**src/rtl/kgp_control_fsm.sv**
```systemverilog
// Multi-cycle main control FSM for the KGP-RISC datapath.
// Every output is a flop loaded from the next-state decode, so no input reaches an output combinationally.
//
// state    | meaning
// ---------+-------------------------------------------------------------
// S_FETCH  | instr_ready high, waiting for instr_valid
// S_DECODE | opcode latched, ALUOp/func_code presented
// S_EXEC   | ALU operating; branch/jump resolve the PC here
// S_MEM    | load/store in flight, bounded by MEM_TIMEOUT
// S_WB     | register write-back and PC+4 update
// S_HALT   | absorbing stop (HALT opcode, illegal func, memory timeout)
module kgp_control_fsm #(
  parameter int FUNC_W      = 8,
  parameter int MEM_TIMEOUT = 15
) (
  input  logic              clk_i,
  input  logic              rst_ni,
  input  logic [31:0]       instr_i,
  input  logic              instr_valid_i,
  output logic              instr_ready_o,
  input  logic              mem_ready_i,
  input  logic              zero_flag_i,
  output logic [2:0]        alu_op_o,
  output logic [FUNC_W-1:0] func_code_o,
  output logic              reg_write_o,
  output logic              mem_read_o,
  output logic              mem_write_o,
  output logic              pc_write_o,
  output logic [1:0]        pc_src_o,
  output logic              halted_o,
  output logic              error_o
);

  localparam logic [2:0] S_FETCH  = 3'd0;
  localparam logic [2:0] S_DECODE = 3'd1;
  localparam logic [2:0] S_EXEC   = 3'd2;
  localparam logic [2:0] S_MEM    = 3'd3;
  localparam logic [2:0] S_WB     = 3'd4;
  localparam logic [2:0] S_HALT   = 3'd5;

  localparam logic [2:0] OP_RTYPE  = 3'd0;
  localparam logic [2:0] OP_IMM    = 3'd1;
  localparam logic [2:0] OP_LOAD   = 3'd2;
  localparam logic [2:0] OP_STORE  = 3'd3;
  localparam logic [2:0] OP_BRZ    = 3'd4;
  localparam logic [2:0] OP_SHIFT  = 3'd5;
  localparam logic [2:0] OP_JUMP   = 3'd6;
  localparam logic [2:0] OP_HALT   = 3'd7;

  localparam logic [1:0] PC_SEQ    = 2'd0;
  localparam logic [1:0] PC_BRANCH = 2'd1;
  localparam logic [1:0] PC_JUMP   = 2'd2;

  localparam int CNT_W = $clog2(MEM_TIMEOUT + 1);
  localparam logic [CNT_W-1:0] CNT_LOAD = CNT_W'(MEM_TIMEOUT - 1);
  localparam logic [FUNC_W-1:0] FUNC_ONE = {{(FUNC_W-1){1'b0}}, 1'b1};

  logic [2:0]        state_q, state_d;
  logic [2:0]        op_q, op_d;
  logic [CNT_W-1:0]  cnt_q, cnt_d;
  logic [2:0]        alu_op_q, alu_op_d;
  logic [FUNC_W-1:0] func_q, func_d;
  logic              error_q, error_d;
  logic              reg_write_d, pc_write_d;
  logic [1:0]        pc_src_d;
  logic              instr_ready_q, reg_write_q, mem_read_q, mem_write_q;
  logic              pc_write_q, halted_q;
  logic [1:0]        pc_src_q;
  logic              func_onehot;

  function automatic logic [2:0] alu_class(input logic [2:0] op);
    case (op)
      OP_RTYPE: alu_class = 3'd0;
      OP_IMM:   alu_class = 3'd1;
      OP_LOAD:  alu_class = 3'd3;
      OP_STORE: alu_class = 3'd3;
      OP_BRZ:   alu_class = 3'd4;
      OP_SHIFT: alu_class = 3'd5;
      OP_JUMP:  alu_class = 3'd6;
      default:  alu_class = 3'd0;
    endcase
  endfunction

  assign func_onehot = (func_q != '0) && ((func_q & (func_q - FUNC_ONE)) == '0);

  // Pulses are registered on the edge where the decision is made, so a branch,
  // jump or store PC update is visible in the first FETCH cycle that follows.
  always_comb begin
    state_d     = state_q;
    op_d        = op_q;
    cnt_d       = cnt_q;
    alu_op_d    = alu_op_q;
    func_d      = func_q;
    error_d     = error_q;
    reg_write_d = 1'b0;
    pc_write_d  = 1'b0;
    pc_src_d    = PC_SEQ;
    case (state_q)
      S_FETCH: begin
        if (instr_valid_i && instr_ready_q) begin
          op_d     = instr_i[31:29];
          alu_op_d = alu_class(instr_i[31:29]);
          func_d   = (instr_i[31:29] == OP_RTYPE) ? instr_i[FUNC_W-1:0] : '0;
          state_d  = S_DECODE;
        end
      end
      S_DECODE: begin
        if (op_q == OP_HALT) begin
          state_d = S_HALT;
        end else if (op_q == OP_RTYPE && !func_onehot) begin
          state_d = S_HALT;
          error_d = 1'b1;
        end else begin
          state_d = S_EXEC;
        end
      end
      S_EXEC: begin
        case (op_q)
          OP_BRZ: begin
            pc_write_d = 1'b1;
            pc_src_d   = zero_flag_i ? PC_BRANCH : PC_SEQ;
            state_d    = S_FETCH;
          end
          OP_JUMP: begin
            pc_write_d = 1'b1;
            pc_src_d   = PC_JUMP;
            state_d    = S_FETCH;
          end
          OP_LOAD, OP_STORE: begin
            cnt_d   = CNT_LOAD;
            state_d = S_MEM;
          end
          default: begin
            reg_write_d = 1'b1;
            pc_write_d  = 1'b1;
            state_d     = S_WB;
          end
        endcase
      end
      S_MEM: begin
        // mem_ready is checked first so it wins over a coincident timeout
        if (mem_ready_i) begin
          pc_write_d = 1'b1;
          if (op_q == OP_LOAD) begin
            reg_write_d = 1'b1;
            state_d     = S_WB;
          end else begin
            state_d = S_FETCH;
          end
        end else if (cnt_q == '0) begin
          state_d = S_HALT;
          error_d = 1'b1;
        end else begin
          cnt_d = cnt_q - 1'b1;
        end
      end
      S_WB:    state_d = S_FETCH;
      S_HALT:  state_d = S_HALT;
      default: state_d = S_FETCH;
    endcase
    if (state_d == S_FETCH || state_d == S_HALT) begin
      alu_op_d = '0;
      func_d   = '0;
    end
  end

  always_ff @(posedge clk_i or negedge rst_ni) begin
    if (!rst_ni) begin
      state_q       <= S_FETCH;
      op_q          <= '0;
      cnt_q         <= '0;
      alu_op_q      <= '0;
      func_q        <= '0;
      error_q       <= 1'b0;
      instr_ready_q <= 1'b0;
      reg_write_q   <= 1'b0;
      mem_read_q    <= 1'b0;
      mem_write_q   <= 1'b0;
      pc_write_q    <= 1'b0;
      pc_src_q      <= PC_SEQ;
      halted_q      <= 1'b0;
    end else begin
      state_q       <= state_d;
      op_q          <= op_d;
      cnt_q         <= cnt_d;
      alu_op_q      <= alu_op_d;
      func_q        <= func_d;
      error_q       <= error_d;
      instr_ready_q <= (state_d == S_FETCH);
      reg_write_q   <= reg_write_d;
      mem_read_q    <= (state_d == S_MEM) && (op_d == OP_LOAD);
      mem_write_q   <= (state_d == S_MEM) && (op_d == OP_STORE);
      pc_write_q    <= pc_write_d;
      pc_src_q      <= pc_src_d;
      halted_q      <= (state_d == S_HALT);
    end
  end

  assign instr_ready_o = instr_ready_q;
  assign alu_op_o      = alu_op_q;
  assign func_code_o   = func_q;
  assign reg_write_o   = reg_write_q;
  assign mem_read_o    = mem_read_q;
  assign mem_write_o   = mem_write_q;
  assign pc_write_o    = pc_write_q;
  assign pc_src_o      = pc_src_q;
  assign halted_o      = halted_q;
  assign error_o       = error_q;

endmodule

```
**config.mk**
```make
export PLATFORM = sky130hd
export DESIGN_NAME = kgp_control_fsm
export DESIGN_NICKNAME = d
export VERILOG_FILES = /design/src/rtl/kgp_control_fsm.sv
export SDC_FILE = /design/constraint.sdc
export NUM_CORES = 1
export LEC_CHECK = 0
export BUFFER_PORTS_ARGS = -buffer_cell sky130_fd_sc_hd__buf_2
export CAP_MARGIN = 20
export CORE_UTILIZATION = 44
export CTS_CLUSTER_SIZE = 40
export DETAILED_ROUTE_END_ITERATION = 8
export PLACE_DENSITY = 0.78
export SYNTH_ARGS = -nofsm -noshare
export SYNTH_HDL_FRONTEND = slang
export SYNTH_SLANG_ARGS = --single-unit
```
**constraint.sdc**
```tcl
create_clock -name clk_i -period 2.1 [get_ports clk_i]
set_input_delay 0.105 -clock clk_i [delete_from_list [all_inputs] [get_ports clk_i]]
set_output_delay 0.105 -clock clk_i [all_outputs]
set_load 0.01 [all_outputs]
```
==> metrics <==
fin crit share between 90 and 100%; via-per-instance ratio 5.49; vias in the first global route 1305; CTS buffer count 5; top_reg_cell synth dfrtp_1; commonest non-fill, non-tap cell in the layout buf_2; Post-Synthesis Cell Area around 0.0016 mm^2; syn_area_per_cell roughly 10 um^2; placed cell count roughly 250; critical path data arrival time around 2300 ps; Req. time, crit path about 2300 ps; Period minus WS final 2070 ps; CTS tree done; Layout Area Growth over Synthesis 26.0%; commonest non-fill, non-tap cells in the layout buf_2 (35), dfrtp_1 (30), nand2_1 (19), buf_4 (15), a21oi_1 (11); FF+latch count, synth 30; clock sinks 30; height of the die a little over 60 um; row cnt 21; synth unique cells 43; CP Capture Type register; final net count approximately 250; Routed WL per cell 13.7 um; number of synthesized flops with an enable pin 0; top-level I/O count between 50 and 60; Comb pwr share a little under half; H-tree depth 2; sequential power share about 40%; Startpoint Class register; Starting Density a little under half; max_slew headroom a little under three fifths; Final TNS setup 0 ps; Fin. Hold Viols 0; power density over the cells between 1000 and 1500 mW/mm^2; grt ovf 0; DRT iter0 DRCs 40; area of the die ~0.0038 mm^2; Max FO, Critical Path 3; sequential area share after synthesis between 40% and 50%; layout cells sized above 1 approximately a third; Fillers ~300; first-pass GRT wire length approximately 5900 um; post-CTS setup buffers 0; die width about 62 um; Max Cap Viol 0; Total Wirelength between 3000 and 4000 um; GRT Total Usage 21.5%; GPL Wtd Cong ~0.84; ys async rst share 100%; Fmax 483 MHz; max incr delay on CP ~420 ps; internal power ~1300 uW; Final HPWL DP 2560 um; Cells after Synth about 160; status finished, final reports clean; worst path cell trace inv_1, ha_1, or3b_1, or4_1, o2111a_1, a21oi_4, buf_4, o41ai_2; Reg clk slew, reported paths about 90 ps; RSZ-0062 raised after global routing true; Port Buf Inserts 35; core area around 0.0034 mm^2; Worst Skew roughly 6.3 ps; worst hold path type primary input to register; antenna violations before repair 0; Post-DRT Antenna Nets 0; clk_lat worst skew 330 ps; root buf cell clkbuf_4; IR drop worst, VDD 0.000641 V; Clk network pwr share around 15%; kind of critical path register to register; DRC Markers 0; largest net degree at the start of global routing 31; Worst Tran Pin Value 646 ps; Final Max Slew Viols 0; switch share about two fifths; final setup violation count 0; Vias approximately 1400; drt pass-1 iters 4; YS warnings 0; Clock Path Buffers 2; syn nets just under 200; number of antenna diodes 0; Slowest cell on crit path or4_1; switching pwr between 800 and 900 uW; Leakage Power between 0.0009 and 0.001 uW; Non-Filler Instances between 200 and 300
cell usage after synthesis (2+ instances only):
library cell  number  area, um^2
nand2b_1           6        37.5
clkbuf_1           3        11.3
buf_2              3        15.0
nand2_1           19        71.3
o31ai_1            2        15.0
dfrtp_1           30         751
o21ai_0            6        30.0
nor3_2             9        90.1
nor2_1             9        33.8
nor4_1             2        12.5
o41ai_1            2        17.5
nand3_1            6        30.0
nor2b_1            3        18.8
and3_1             9        56.3
inv_1              5        18.8
a21oi_1           11        55.1
a2111o_1           2        22.5
a2111oi_2          2        30.0
nor3_1             7        35.0
or3_1              2        12.5
power groups by stage:
stage | registers [uW] | logic [uW] | clock network [uW]
finish | 842 | 990 | 321
global route | 865 | 1090 | 352
CTS | 841 | 958 | 322
detailed placement | 852 | 948 | 0
global placement | 845 | 934 | 0
floorplan | 850 | 604 | 0
worst paths after layout:
path,end,startpoint,slack [ps],cells past startpoint
worst max register to register,alu_op_o[2],cnt_q[0],30,8
worst max-delay path,alu_op_o[2],cnt_q[0],30,8
worst min-delay path,pc_src_o[0],zero_flag_i,10,3
min in group asynchronous,error_o,rst_ni,320,2
max in group asynchronous,mem_write_o,rst_ni,1350,2
worst min register to register,error_o,error_o,490,1
metal layers:
metal	routed length (um)	GRT usage [%]	up-vias	share of wire, %
li1	-	-	684	-
met1	1640	26.8	684	46
met2	1640	35.2	45	46
met3	206	6.63	9	5.8
met4	60	8.25	0	1.7
met5	0	0	-	0
critical path, delay by kind of cell (launching register included):
kind | cells | cell delay (ps)
buffers and inverters | 2 | 230
and+or+nand+nor | 2 | 780
AOI/OAI and AO/OA | 3 | 410
DFF | 1 | 390
adders and majority gates | 1 | 150
flip-flops by register name, indices dropped and copies added (netlist names), 2 cells and up:
signal,count
func_code_o,8
alu_op_o,3
state_q,3
cnt_q,4
op_q,3
pc_src_o,2
stage by stage:
| step | hold WS [ps] | instance area, um^2 | power [uW] | setup WS, ps | util (%) |
|---|---|---|---|---|---|
| 6_report | 10.6 | 1990 | 2150 | 30.0 | 58.8 |
| 5_1_grt | 22.3 | 1990 | 2310 | -55.5 | 58.8 |
| 4_1_cts | 5.99 | 1950 | 2120 | 14.2 | 57.7 |
| 3_5_place_dp | 181 | 1900 | 1800 | 2.00 | 56.0 |
| 3_3_place_gp | 172 | 1900 | 1780 | -6.10 | 56.0 |
| 2_1_floorplan | -191 | 1580 | 1450 | 49.0 | - |
kinds of logic (layout without fill, tap and decap cells):
kind of cell    after synthesis  after routing  share of synthesized area (%)
compound gates               35             35                           16.5
flops                        30             30                           47.5
xor+xnor                      2              2                           1.11
mux                           1              1                          0.633
fa+ha+maj                     2              2                           1.43
buf+inv                      13             65                           4.35
simple gates                 78             78                           28.4
area by class of cell:
cell class / count / area, um^2 / area share, %
Multi-Input combinational cell: 118 / 798 / 40.1
Sequential cell: 30 / 751 / 37.7
Timing Repair Buffer: 52 / 318 / 16.0
Tap cell: 46 / 57.6 / 2.89
Clock buffer: 7 / 45.0 / 2.26
Inverter: 6 / 22.5 / 1.13
repair_timing:
action | CTS | global route
resized for setup | 0 | 4
hold buffers | 1 | 0
hold endpoints to repair | 30 | 0
endpoints found under the setup margin | 1 | 12
pin swaps | 1 | 0
(Power assumes the default switching activity.)
